$ cat config.mk
export PLATFORM = sky130hd
export DESIGN_NAME = pipeline_trace_unit
export DESIGN_NICKNAME = d
export VERILOG_FILES = /design/src/rtl/cpu_trace_pkg.sv /design/src/rtl/trace_fifo.sv /design/src/rtl/pipeline_trace_unit.sv
export SDC_FILE = /design/constraint.sdc
export NUM_CORES = 1
export LEC_CHECK = 0
export CORE_MARGIN = 3
export CORE_UTILIZATION = 46
export DETAILED_ROUTE_END_ITERATION = 12
export DONT_BUFFER_PORTS = 1
export PLACE_DENSITY = 0.63
export SLEW_MARGIN = 20
export SYNTH_ARGS = -nofsm -noshare
export SYNTH_HDL_FRONTEND = slang
export SYNTH_HIERARCHICAL = 1
export SYNTH_SLANG_ARGS = --single-unit
$ cat constraint.sdc
create_clock -name clock -period 7.1 [get_ports clock]
set_input_delay 1.775 -clock clock [delete_from_list [all_inputs] [get_ports clock]]
set_output_delay 1.775 -clock clock [all_outputs]
set_load 0.02 [all_outputs]
$ cat src/rtl/cpu_trace_pkg.sv
// Shared definitions for the pipeline trace unit: flag positions, FSM states, record width.
// Honours TRACE_CYCLE_STAMP_EN (adds a cycle stamp field to every record).
package cpu_trace_pkg;

   localparam int FLAG_WB   = 0;
   localparam int FLAG_OVF  = 1;
   localparam int FLAG_HALT = 2;
   localparam int FLAG_W    = 3;

`ifdef TRACE_CYCLE_STAMP_EN
   localparam bit STAMP_EN = 1'b1;
`else
   localparam bit STAMP_EN = 1'b0;
`endif

   typedef enum logic [1:0] {
      ST_IDLE  = 2'd0,
      ST_RUN   = 2'd1,
      ST_DRAIN = 2'd2,
      ST_DONE  = 2'd3
   } trace_state_e;

   function automatic int trace_w(input int data_w, input int reg_w, input int cycle_w);
      return FLAG_W + 3 * data_w + reg_w + (STAMP_EN ? cycle_w : 0);
   endfunction

endpackage

$ cat src/rtl/trace_fifo.sv
// First-word-fall-through FIFO; head is visible whenever not empty, zero otherwise.
// Pointers carry one extra MSB so full/empty need no separate counter.
module trace_fifo #(
   parameter int W     = 55,
   parameter int DEPTH = 8
) (
   input  logic         clk_i,
   input  logic         rst_ni,
   input  logic         wr_en_i,
   input  logic [W-1:0] wr_data_i,
   input  logic         rd_en_i,
   output logic [W-1:0] rd_data_o,
   output logic         full_o,
   output logic         empty_o
);

   localparam int AW = $clog2(DEPTH);

   logic [AW:0]  wr_ptr_q, rd_ptr_q;
   logic [W-1:0] mem_q [DEPTH];

   assign empty_o   = (wr_ptr_q == rd_ptr_q);
   assign full_o    = (wr_ptr_q[AW] != rd_ptr_q[AW]) &&
                      (wr_ptr_q[AW-1:0] == rd_ptr_q[AW-1:0]);
   assign rd_data_o = empty_o ? '0 : mem_q[rd_ptr_q[AW-1:0]];

   always_ff @(posedge clk_i or negedge rst_ni) begin
      if (!rst_ni) begin
         wr_ptr_q <= '0;
         rd_ptr_q <= '0;
      end else begin
         if (wr_en_i) wr_ptr_q <= wr_ptr_q + 1'b1;
         if (rd_en_i) rd_ptr_q <= rd_ptr_q + 1'b1;
      end
   end

   // A write into a full FIFO targets the slot being popped in the same cycle.
   always_ff @(posedge clk_i) begin
      if (wr_en_i) mem_q[wr_ptr_q[AW-1:0]] <= wr_data_i;
   end

endmodule

$ cat src/rtl/pipeline_trace_unit.sv
// Samples IF/WB events of the 16-bit CPU, packs them into records and streams them out.
// TRACE_CYCLE_STAMP_EN appends a CYCLE_W-bit RUN-cycle stamp to each record.
module pipeline_trace_unit
   import cpu_trace_pkg::*;
#(
   parameter int DATA_W     = 16,
   parameter int REG_ADDR_W = 4,
   parameter int DEPTH      = 8,
   parameter int CYCLE_W    = 16
) (
   input  logic                  clock,
   input  logic                  reset,
   input  logic                  trace_enable,
   input  logic [DATA_W-1:0]     if_pc,
   input  logic [DATA_W-1:0]     if_instruction,
   input  logic                  wb_reg_write,
   input  logic [REG_ADDR_W-1:0] wb_write_reg,
   input  logic [DATA_W-1:0]     wb_write_data,
   input  logic                  halt,
   input  logic                  overflow_flag,
   output logic                  trace_valid,
   input  logic                  trace_ready,
   output logic [trace_w(DATA_W, REG_ADDR_W, CYCLE_W)-1:0] trace_data,
   output logic [7:0]            trace_dropped,
   output logic                  trace_done
);

   localparam int TRACE_W = trace_w(DATA_W, REG_ADDR_W, CYCLE_W);

   trace_state_e       state_q;
   logic               halt_q;
   logic               done_q;
   logic [7:0]         dropped_q;
   logic [FLAG_W-1:0]  flags;
   logic               capture, fifo_full, fifo_empty, pop, push, drop;
   logic [TRACE_W-1:0] record;

   assign flags[FLAG_WB]   = wb_reg_write;
   assign flags[FLAG_OVF]  = overflow_flag;
   assign flags[FLAG_HALT] = halt && !halt_q;

   assign capture = (state_q == ST_RUN) && (|flags);
   assign pop     = trace_valid && trace_ready;
   assign push    = capture && (!fifo_full || pop);
   assign drop    = capture && !push;

`ifdef TRACE_CYCLE_STAMP_EN
   logic [CYCLE_W-1:0] cycle_q;

   assign record = {flags, if_pc, if_instruction, wb_write_reg, wb_write_data, cycle_q};

   // Cleared on RUN entry so the first RUN cycle stamps 0; holds outside RUN.
   always_ff @(posedge clock or negedge reset) begin
      if (!reset)                                     cycle_q <= '0;
      else if (state_q == ST_IDLE && trace_enable)    cycle_q <= '0;
      else if (state_q == ST_RUN)                     cycle_q <= cycle_q + 1'b1;
   end
`else
   assign record = {flags, if_pc, if_instruction, wb_write_reg, wb_write_data};
`endif

   trace_fifo #(
      .W     (TRACE_W),
      .DEPTH (DEPTH)
   ) u_fifo (
      .clk_i     (clock),
      .rst_ni    (reset),
      .wr_en_i   (push),
      .wr_data_i (record),
      .rd_en_i   (pop),
      .rd_data_o (trace_data),
      .full_o    (fifo_full),
      .empty_o   (fifo_empty)
   );

   assign trace_valid   = !fifo_empty;
   assign trace_dropped = dropped_q;
   assign trace_done    = done_q;

   always_ff @(posedge clock or negedge reset) begin
      if (!reset) halt_q <= 1'b0;
      else        halt_q <= halt;
   end

   always_ff @(posedge clock or negedge reset) begin
      if (!reset) begin
         state_q   <= ST_IDLE;
         done_q    <= 1'b0;
         dropped_q <= '0;
      end else begin
         if (drop && dropped_q != 8'hFF) dropped_q <= dropped_q + 1'b1;
         case (state_q)
            ST_IDLE: begin
               if (trace_enable) begin
                  state_q   <= ST_RUN;
                  dropped_q <= '0;
               end
            end
            ST_RUN: begin
               // A captured halt edge wins over trace_enable falling.
               if (capture && flags[FLAG_HALT]) state_q <= ST_DRAIN;
               else if (!trace_enable)          state_q <= ST_IDLE;
            end
            ST_DRAIN: begin
               if (fifo_empty) begin
                  state_q <= ST_DONE;
                  done_q  <= 1'b1;
               end
            end
            ST_DONE: begin
               if (!trace_enable) begin
                  state_q <= ST_IDLE;
                  done_q  <= 1'b0;
               end
            end
            default: begin
               state_q <= ST_IDLE;
               done_q  <= 1'b0;
            end
         endcase
      end
   end

endmodule

==> results of run 1 <==
registers in the layout (all words and copies together), names as in the netlist:
name	count
state_q	2
u_fifo/mem_q	440
halt_q	1
u_fifo/rd_ptr_q	4
trace_done	1
u_fifo/wr_ptr_q	4
trace_dropped	8
worst max-delay path, cell delays in order (launching register included):
cell and delay [ps]:
dfrtp_4 870, buf_12 560, mux2i_1 250, a22oi_1 200, and3_1 390
area by class of cell:
| type | count | area share (%) |
|---|---|---|
| repair buffers | 18 | 0.9410 |
| clock inverters | 24 | 0.7466 |
| multi-input cells | 471 | 20.15 |
| clock buffers | 54 | 6.029 |
| inverters | 8 | 0.1506 |
| flip-flops and latches | 460 | 68.78 |
| well taps | 511 | 3.206 |
stage by stage:
stage	instance area, um^2	instances	util (%)	setup slack (ps)	total power [uW]
2_1_floorplan	18080	999	-	261.1	5615
3_3_place_gp	18540	1466	48.53	2401	6161
3_5_place_dp	18570	1467	48.60	2390	6185
4_1_cts	19920	1545	52.14	2127	8396
5_1_grt	19940	1546	52.21	1973	8686
6_report	19940	1546	52.21	2041	8298
kinds of logic (layout without fill, tap and decap cells):
kind of cell               count (synthesis)  after routing  share of synthesized area, %
and+or+nand+nor                          100            100                         3.225
muxes                                    224            224                         12.42
xor gates and xnor gates                  10             10                        0.4845
DFF                                      460            460                         75.85
buffers and inverters                     68            104                         2.339
AOI/OAI and AO/OA                        134            134                         5.474
adders and majority gates                  3              3                        0.2076
final timing paths:
path                                       end               start  slack, ps  depth (start not counted)
min                         u_fifo/wr_ptr_q[3]  u_fifo/wr_ptr_q[3]        490                          1
max reg2reg                u_fifo/mem_q[1][20]  u_fifo/rd_ptr_q[0]       2950                          8
max in group asynchronous   u_fifo/rd_ptr_q[0]               reset       6120                          0
max                             trace_data[10]  u_fifo/rd_ptr_q[0]       2040                          4
min reg2reg                 u_fifo/wr_ptr_q[3]  u_fifo/wr_ptr_q[3]        490                          1
min in group asynchronous               halt_q               reset        900                          0
power by group:
group	leakage [uW]	internal [uW]	total, uW	switching [uW]
Combinational	0.00200	880	2670	1790
Clock	0.000653	1240	2200	957
Sequential	0.00422	3260	3430	168
layout by cell type, fill, tap and decap left out, drive strengths merged, types with 2 or more instances in the layout:
master and instances:
nand3 4, nor2b 3, o211ai 3, or3 2
nand4 3, buf 18, inv 10, o21ai 5
nor2 10, nand2b 4, mux2 2, clkinvlp 2
clkbuf 54, edfxtp 440, mux2i 222, nand2 9
ha 3, a21oi 6, xor2 3, xnor2 7
clkinv 19, nor3 5, dfrtp 20, o31ai 4
and3 55, a22oi 110
layer usage:
metal / share of wire [%] / wire length (um) / up-vias
li1: - / - / 4019
met1: 45 / 16190 / 4545
met2: 47 / 17220 / 224
met3: 6.0 / 2191 / 46
met4: 2.0 / 716 / 0
met5: 0 / 0 / -
==> flow_summary.yaml, run 1 <==
run_status:
  outcome: "finished clean"
clock_network:
  clock_latency_ps: 570
  cts_resized: 0
  post-cts-setup-buffers: 0
  cts_hold_buf: 0
  clock-root-buffer: "clkbuf_16"
  clk_path_buf_depth: 3
  cts_sinks: 460
  cts_tree: "yes"
  numCtsBuffers: 46
  clk_pin_slew_ps: 60
  cts-htree-levels: 2
finish:
  num_antenna_cells: 0
  fillers: 3078
  multi_input_area_um2: 4019
  seq_area_um2: 13720
  area_growth_pct: 10.32
  nets: 1067
  drive_above_1_share_pct: 8.889
timing:
  post-route-period-util_pct: 71.25
  grt_setup_unrepaired: "false"
  slew_viol_final: 0
  skew_ps: 11.55
  fmax_ghz: 0.1977
  timing.final.crit_period_ps: 5059
  setup-violations-final: 0
  setup-tns-final_ps: 0
  max_slew.worst_pin.slew_ps: 1248
  hold_viol_final: 0
  slew_headroom_pct: 16.81
  hold_ws_ps: 490.4
synthesis:
  ys_seq_area_share_pct: 75.85
  ys_seq_elements: 460
  yosys_warnings: 6
  yosys.area.top_type: "edfxtp_1"
  netlist_area_um2: 18080
  synth.most_common_cell: "edfxtp_1"
  synthesis.nets: 1061
  synth_area_leaders: "edfxtp_1 (73%), mux2i_1 (12%), a22oi_1 (4.6%), dfrtp_1 (2.8%), and3_1 (1.9%)"
  synth_area_per_cell_um2: 18.10
  syn-instance-count: 999
  synthFlopType: "edfxtp_1"
  synth_edf_count: 440
  synth_top_area_share_pct: 73.08
  yosys-top-cells-count: "edfxtp_1 (440), mux2i_1 (222), a22oi_1 (110)"
  yosys.cell_types.count: 40
  async_reset_ff_share_pct: 4.348
grt:
  grt_usage_pct: 17.44
  grt_busiest_layer: "met2"
  gr-total-overflow: 0
  first_global_vias: 8887
  use_met2_pct: 27.62
  antenna_found_initial: 0
  grt_max_degree: 135
  grt_first_pass_wirelength_um: 55280
  grt_util_met3_pct: 4.093
  met1_usage_pct: 24.28
floorplan:
  core_area_um2: 38200
  rows: 71
  die_x_um: 204.2
  pin_count: 124
  die_height_um: 204.2
  initial_core_util_pct: 47.33
  die_area_um2: 41720
route:
  firstDrtPassIters: 8
  detail-route-antenna-nets: 0
  routedWlPerCell_um: 23.50
  dr.first_iter.drc_count: 739
  vias: 8834
  drc_errors: 0
  wirelength_um: 36320
  vias_per_cell: 5.714
critical_path:
  critPathRequiredTime_ps: 5330
  worstSetupPathType: "reg2out"
  cp-end-kind: "output port"
  start_kind: "flip-flop"
  cp.arrival_ps: 3280
  crit_path_max_fanout: 134
worst_hold_path:
  hp-class: "reg2reg"
place:
  dpl.hpwl_um: 19810
  gp_congestion: 0.7158
  port_buffers: 0
flow_run:
  drv_cap: 0
power_and_ir_drop:
  p_per_area_nw_per_um2: 416.1
  ir_drop_v: 0.0003111
  power_leakage_uw: 0.006878
Note: power is estimated with default switching activity, not from simulation.
==> run 2: changes to the inputs <==
- PLACE_DENSITY: 0.63 -> 0.65
- clock period: 7.1 -> 4.5 ns (I/O delays scaled with it)
==> run 2 against run 1 <==
Compared with the run above:
- clock power grew 64%
- register-to-register slack lost 1900 ps
- count of clock-buffer cells in the layout grew 11
- first-iteration DRC count shrank 13%
- sequential power grew 57%
- via count grew 1.8%
- die area is the same
- sequential cell count is the same
- clock skew grew 11 ps
- global-route usage grew 0.68 points
- cell count grew 0.97%
- critical path type unchanged
- highest routed layer unchanged
==> flow_summary.yaml, run 2 (synthesis results as in run 1) <==
grt:
  antenna_found_initial: 1
  grt_max_degree: 135
  first_global_vias: 9207
  use_met2_pct: 29.18
  grt_first_pass_wirelength_um: 57260
  gr-total-overflow: 0
  grt_busiest_layer: "met2"
  grt_util_met3_pct: 5.749
  grt_usage_pct: 18.12
  met1_usage_pct: 24.39
clock_network:
  numCtsBuffers: 47
  cts_sinks: 460
  cts-htree-levels: 2
  cts_resized: 0
  clk_pin_slew_ps: 60
  cts_tree: "yes"
  clock_latency_ps: 580
  cts_hold_buf: 0
  clk_path_buf_depth: 3
  clock-root-buffer: "clkbuf_16"
  post-cts-setup-buffers: 0
timing:
  timing.final.crit_period_ps: 4191
  post-route-period-util_pct: 93.13
  hold_ws_ps: 240.3
  setup-violations-final: 0
  slew_headroom_pct: 32.08
  hold_viol_final: 0
  max_slew.worst_pin.slew_ps: 1019
  setup-tns-final_ps: 0
  setup_slack_ps: 309.3
  skew_ps: 22.58
  slew_viol_final: 0
  grt_setup_unrepaired: "false"
  fmax_ghz: 0.2386
finish:
  largest_register_ffs: 440
  drive_above_1_share_pct: 10.00
  layout_commonest_cell: "edfxtp_1"
  num_antenna_cells: 0
  layout_common_cells: "edfxtp_1 (440), mux2i_1 (222), a22oi_1 (110)"
  area_growth_pct: 11.34
  instances_no_fill: 1561
  nets: 1077
run_status:
  outcome: "finished clean"
critical_path:
  start_kind: "flip-flop"
  crit_path_max_fanout: 134
  rrSetupSlack_ps: 1040
  critPathRequiredTime_ps: 3380
  r2r_start: "u_fifo/rd_ptr_q[0]"
  cp.arrival_ps: 3070
  worstReg2RegEnd: "u_fifo/mem_q[2][8]"
  worstSetupPathType: "reg2out"
  reg2reg_depth: 8
  cp-end-kind: "output port"
power_and_ir_drop:
  p_per_area_nw_per_um2: 662.4
  power_uw: 13330
  power_leakage_uw: 0.006971
  ir_drop_v: 0.0003607
flow_run:
  drv_cap: 0
route:
  dr.first_iter.drc_count: 640
  detail-route-antenna-nets: 0
  routedWlPerCell_um: 24.16
  drc_errors: 0
  vias: 8989
  firstDrtPassIters: 5
  wirelength_um: 37710
  vias_per_cell: 5.758
place:
  gp_congestion: 0.7269
  port_buffers: 0
  dp_slack_ps: 937.7
  dpl.hpwl_um: 20340
  placed_cells: 1477
floorplan:
  core_area_um2: 38200
  die_area_um2: 41720
  die_x_um: 204.2
  die_height_um: 204.2
  pin_count: 124
  initial_core_util_pct: 47.33
  rows: 71
worst_hold_path:
  hp-class: "in2async"
[run 2: cell count changes in the layout (fill, tap and decap cells not counted), sizes merged]
cell / previous run / this run
clkbuf: 54 / 65
buf: 18 / 27
clkinv: 19 / 15
bufinv: 1 / 2
clkinvlp: 2 / 1
inv: 10 / 9
[run 2: power by group]
| group | internal, uW | switching (uW) | total [uW] |
|---|---|---|---|
| sequential | 5140 | 263 | 5400 |
| clock | 2080 | 1530 | 3610 |
| combinational | 1430 | 2890 | 4320 |
[run 2: worst max path at each step]
stage                            start                  to  slack [ps]
floorplan                         halt  u_fifo/mem_q[6][0]        -230
global placement    u_fifo/rd_ptr_q[0]      trace_data[31]         940
detailed placement  u_fifo/rd_ptr_q[0]       trace_data[8]         940
CTS                 u_fifo/rd_ptr_q[0]       trace_data[8]         320
global route        u_fifo/rd_ptr_q[0]       trace_data[8]         170
finish              u_fifo/rd_ptr_q[0]       trace_data[4]         310
[run 2: per-stage QoR]
step / utilization, % / cell area, um^2
2_1_floorplan: - / 18090
3_3_place_gp: 48.97 / 18710
3_5_place_dp: 48.97 / 18710
4_1_cts: 52.70 / 20130
5_1_grt: 52.70 / 20130
6_report: 52.70 / 20130
[run 2: routing by layer]
metal  share of wire [%]  vias to the layer above
li1                    -                     4033
met1                  43                     4652
met2                  48                      257
met3                 7.7                       47
met4                 1.6                        0
met5                   0                        -
[run 2: layout make-up]
class,instances,area [um^2]
well taps,511,639.4
inverters,8,30.03
multi-input cells,471,4031
clock inverters,19,156.4
fillers,3046,18070
clock buffers,65,1265
flip-flops and latches,460,13720
repair buffers,27,290.3
[run 2: worst max-delay path, stage by stage, from the launching register on]
cell     delay, ps
dfrtp_4        810
buf_12         730
mux2i_1        190
a22oi_1        210
and3_1         350
==> run 3: changes to the inputs <==
- PLACE_DENSITY: 0.65 -> 0.63
- clock period: 4.5 -> 4.3 ns (I/O delays scaled with it)
==> run 3 against run 2 <==
Compared with the run above:
- register-to-register slack better by 90 ps
- sequential power is 3% higher
- via count is 0.79% lower
- wire length is 0.53% lower
- first-iteration DRC count is 4.2% lower
- hold slack worse by 35 ps
- power is 4.8% higher
- critical path type unchanged
- critical endpoint is now trace_data[31]
==> flow_summary.yaml, run 3 (synthesis results as in run 1) <==
run_status:
  outcome: "finished clean"
place:
  port_buffers: 0
  gp_congestion: 0.7007
  dp_slack_ps: 864.6
  dpl.hpwl_um: 19420
  placed_cells: 1475
clock_network:
  cts_resized: 0
  cts_sinks: 460
  cts-htree-levels: 2
  clock-root-buffer: "clkbuf_16"
  cts_hold_buf: 0
  numCtsBuffers: 46
  clock_latency_ps: 570
  cts_tree: "yes"
  clk_path_buf_depth: 3
  post-cts-setup-buffers: 0
  clk_pin_slew_ps: 60
grt:
  first_global_vias: 9217
  grt_max_degree: 145
  antenna_found_initial: 0
  grt_first_pass_wirelength_um: 56850
  gr-total-overflow: 0
  grt_usage_pct: 18.07
timing:
  setup_slack_ps: 550.1
  setup-violations-final: 0
  hold_ws_ps: 205.4
  skew_ps: 8.543
  post-route-period-util_pct: 87.21
  grt_setup_unrepaired: "false"
  timing.final.crit_period_ps: 3750
  setup-tns-final_ps: 0
  fmax_ghz: 0.2667
  slew_viol_final: 0
  max_slew.worst_pin.slew_ps: 1090
  slew_headroom_pct: 27.33
  hold_viol_final: 0
route:
  dr.first_iter.drc_count: 613
  routedWlPerCell_um: 24.11
  vias: 8918
  vias_per_cell: 5.731
  detail-route-antenna-nets: 0
  wirelength_um: 37510
  firstDrtPassIters: 5
  drc_errors: 0
critical_path:
  slowest_delay_ps: 720
  start_kind: "flip-flop"
  crit_path_max_fanout: 144
  crit_buf_inv: 1
  rrSetupSlack_ps: 1130
  cp_cell_sequence: "buf_12, mux2i_1, a22oi_1, and3_1"
  worstSetupPathType: "reg2out"
  r2r_start: "u_fifo/wr_ptr_q[0]"
  reg2reg_depth: 8
  cp-end-kind: "output port"
  critPathRequiredTime_ps: 3220
  worstReg2RegEnd: "u_fifo/mem_q[5][41]"
  cpMaxStageDelayCell: "buf_12"
  cp.arrival_ps: 2670
  cp_top_family: "buffers and inverters"
finish:
  num_antenna_cells: 0
  area_growth_pct: 11.37
  drive_above_1_share_pct: 10.24
  multi_input_area_um2: 4031
  layout_commonest_cell: "edfxtp_1"
  fillers: 3012
  seq_area_um2: 13720
  nets: 1074
  largest_register_ffs: 440
  instances_no_fill: 1556
  layout_common_cells: "edfxtp_1 (440), mux2i_1 (222), a22oi_1 (110)"
floorplan:
  pin_count: 124
  die_x_um: 204.2
  core_area_um2: 38200
  die_height_um: 204.2
  rows: 71
  initial_core_util_pct: 47.33
  die_area_um2: 41720
power_and_ir_drop:
  power_leakage_uw: 0.006979
  ir_drop_v: 0.0005476
  p_per_area_nw_per_um2: 694.0
  power_uw: 13970
worst_hold_path:
  hp-class: "in2async"
flow_run:
  drv_cap: 0
## run 3: cell types whose count changed in the layout (fill, tap and decap cells not counted), moves of 2 or more
cell | previous run | this run
buf_4 | 20 | 16
clkbuf_1 | 17 | 9
buf_12 | 7 | 9
clkinv_2 | 5 | 11
## run 3: through the flow
step | utilization, % | cell area, um^2
final | 52.71 | 20130
after global placement | 49.00 | 18720
after global routing | 52.71 | 20130
after CTS | 52.71 | 20130
after detailed placement | 49.00 | 18720
after floorplan | - | 18090
## run 3: how the worst max path moves through the flow
stage / startpoint / to / slack (ps) / cells after the start
floorplan: halt / u_fifo/mem_q[6][0] / -380 / 5
global placement: halt / u_fifo/mem_q[5][47] / 890 / 6
detailed placement: halt / u_fifo/mem_q[5][45] / 860 / 6
CTS: u_fifo/rd_ptr_q[0] / trace_data[8] / 510 / 4
global route: u_fifo/rd_ptr_q[0] / trace_data[8] / 420 / 4
finish: u_fifo/rd_ptr_q[0] / trace_data[31] / 550 / 4
## run 3: layer usage
metal / wire (um) / GRT usage, %
met5: 0 / 0
met3: 2684 / 5.367
met1: 16420 / 24.57
met4: 578 / 4.375
met2: 17830 / 28.91
## run 3: cell type report
class | count | share of cell area (%)
tap | 511 | 3.175
inverter | 8 | 0.1491
multi-input combinational | 471 | 20.02
clock buffer | 58 | 6.258
sequential | 460 | 68.13
clock inverter | 23 | 0.7768
timing repair buffer | 25 | 1.491
## run 3: power by group
group          total, uW  leakage [uW]  switching, uW  internal (uW)
Combinational       4630       0.00206           3130           1500
Clock               3760      0.000700           1580           2180
Sequential          5580       0.00422            200           5380
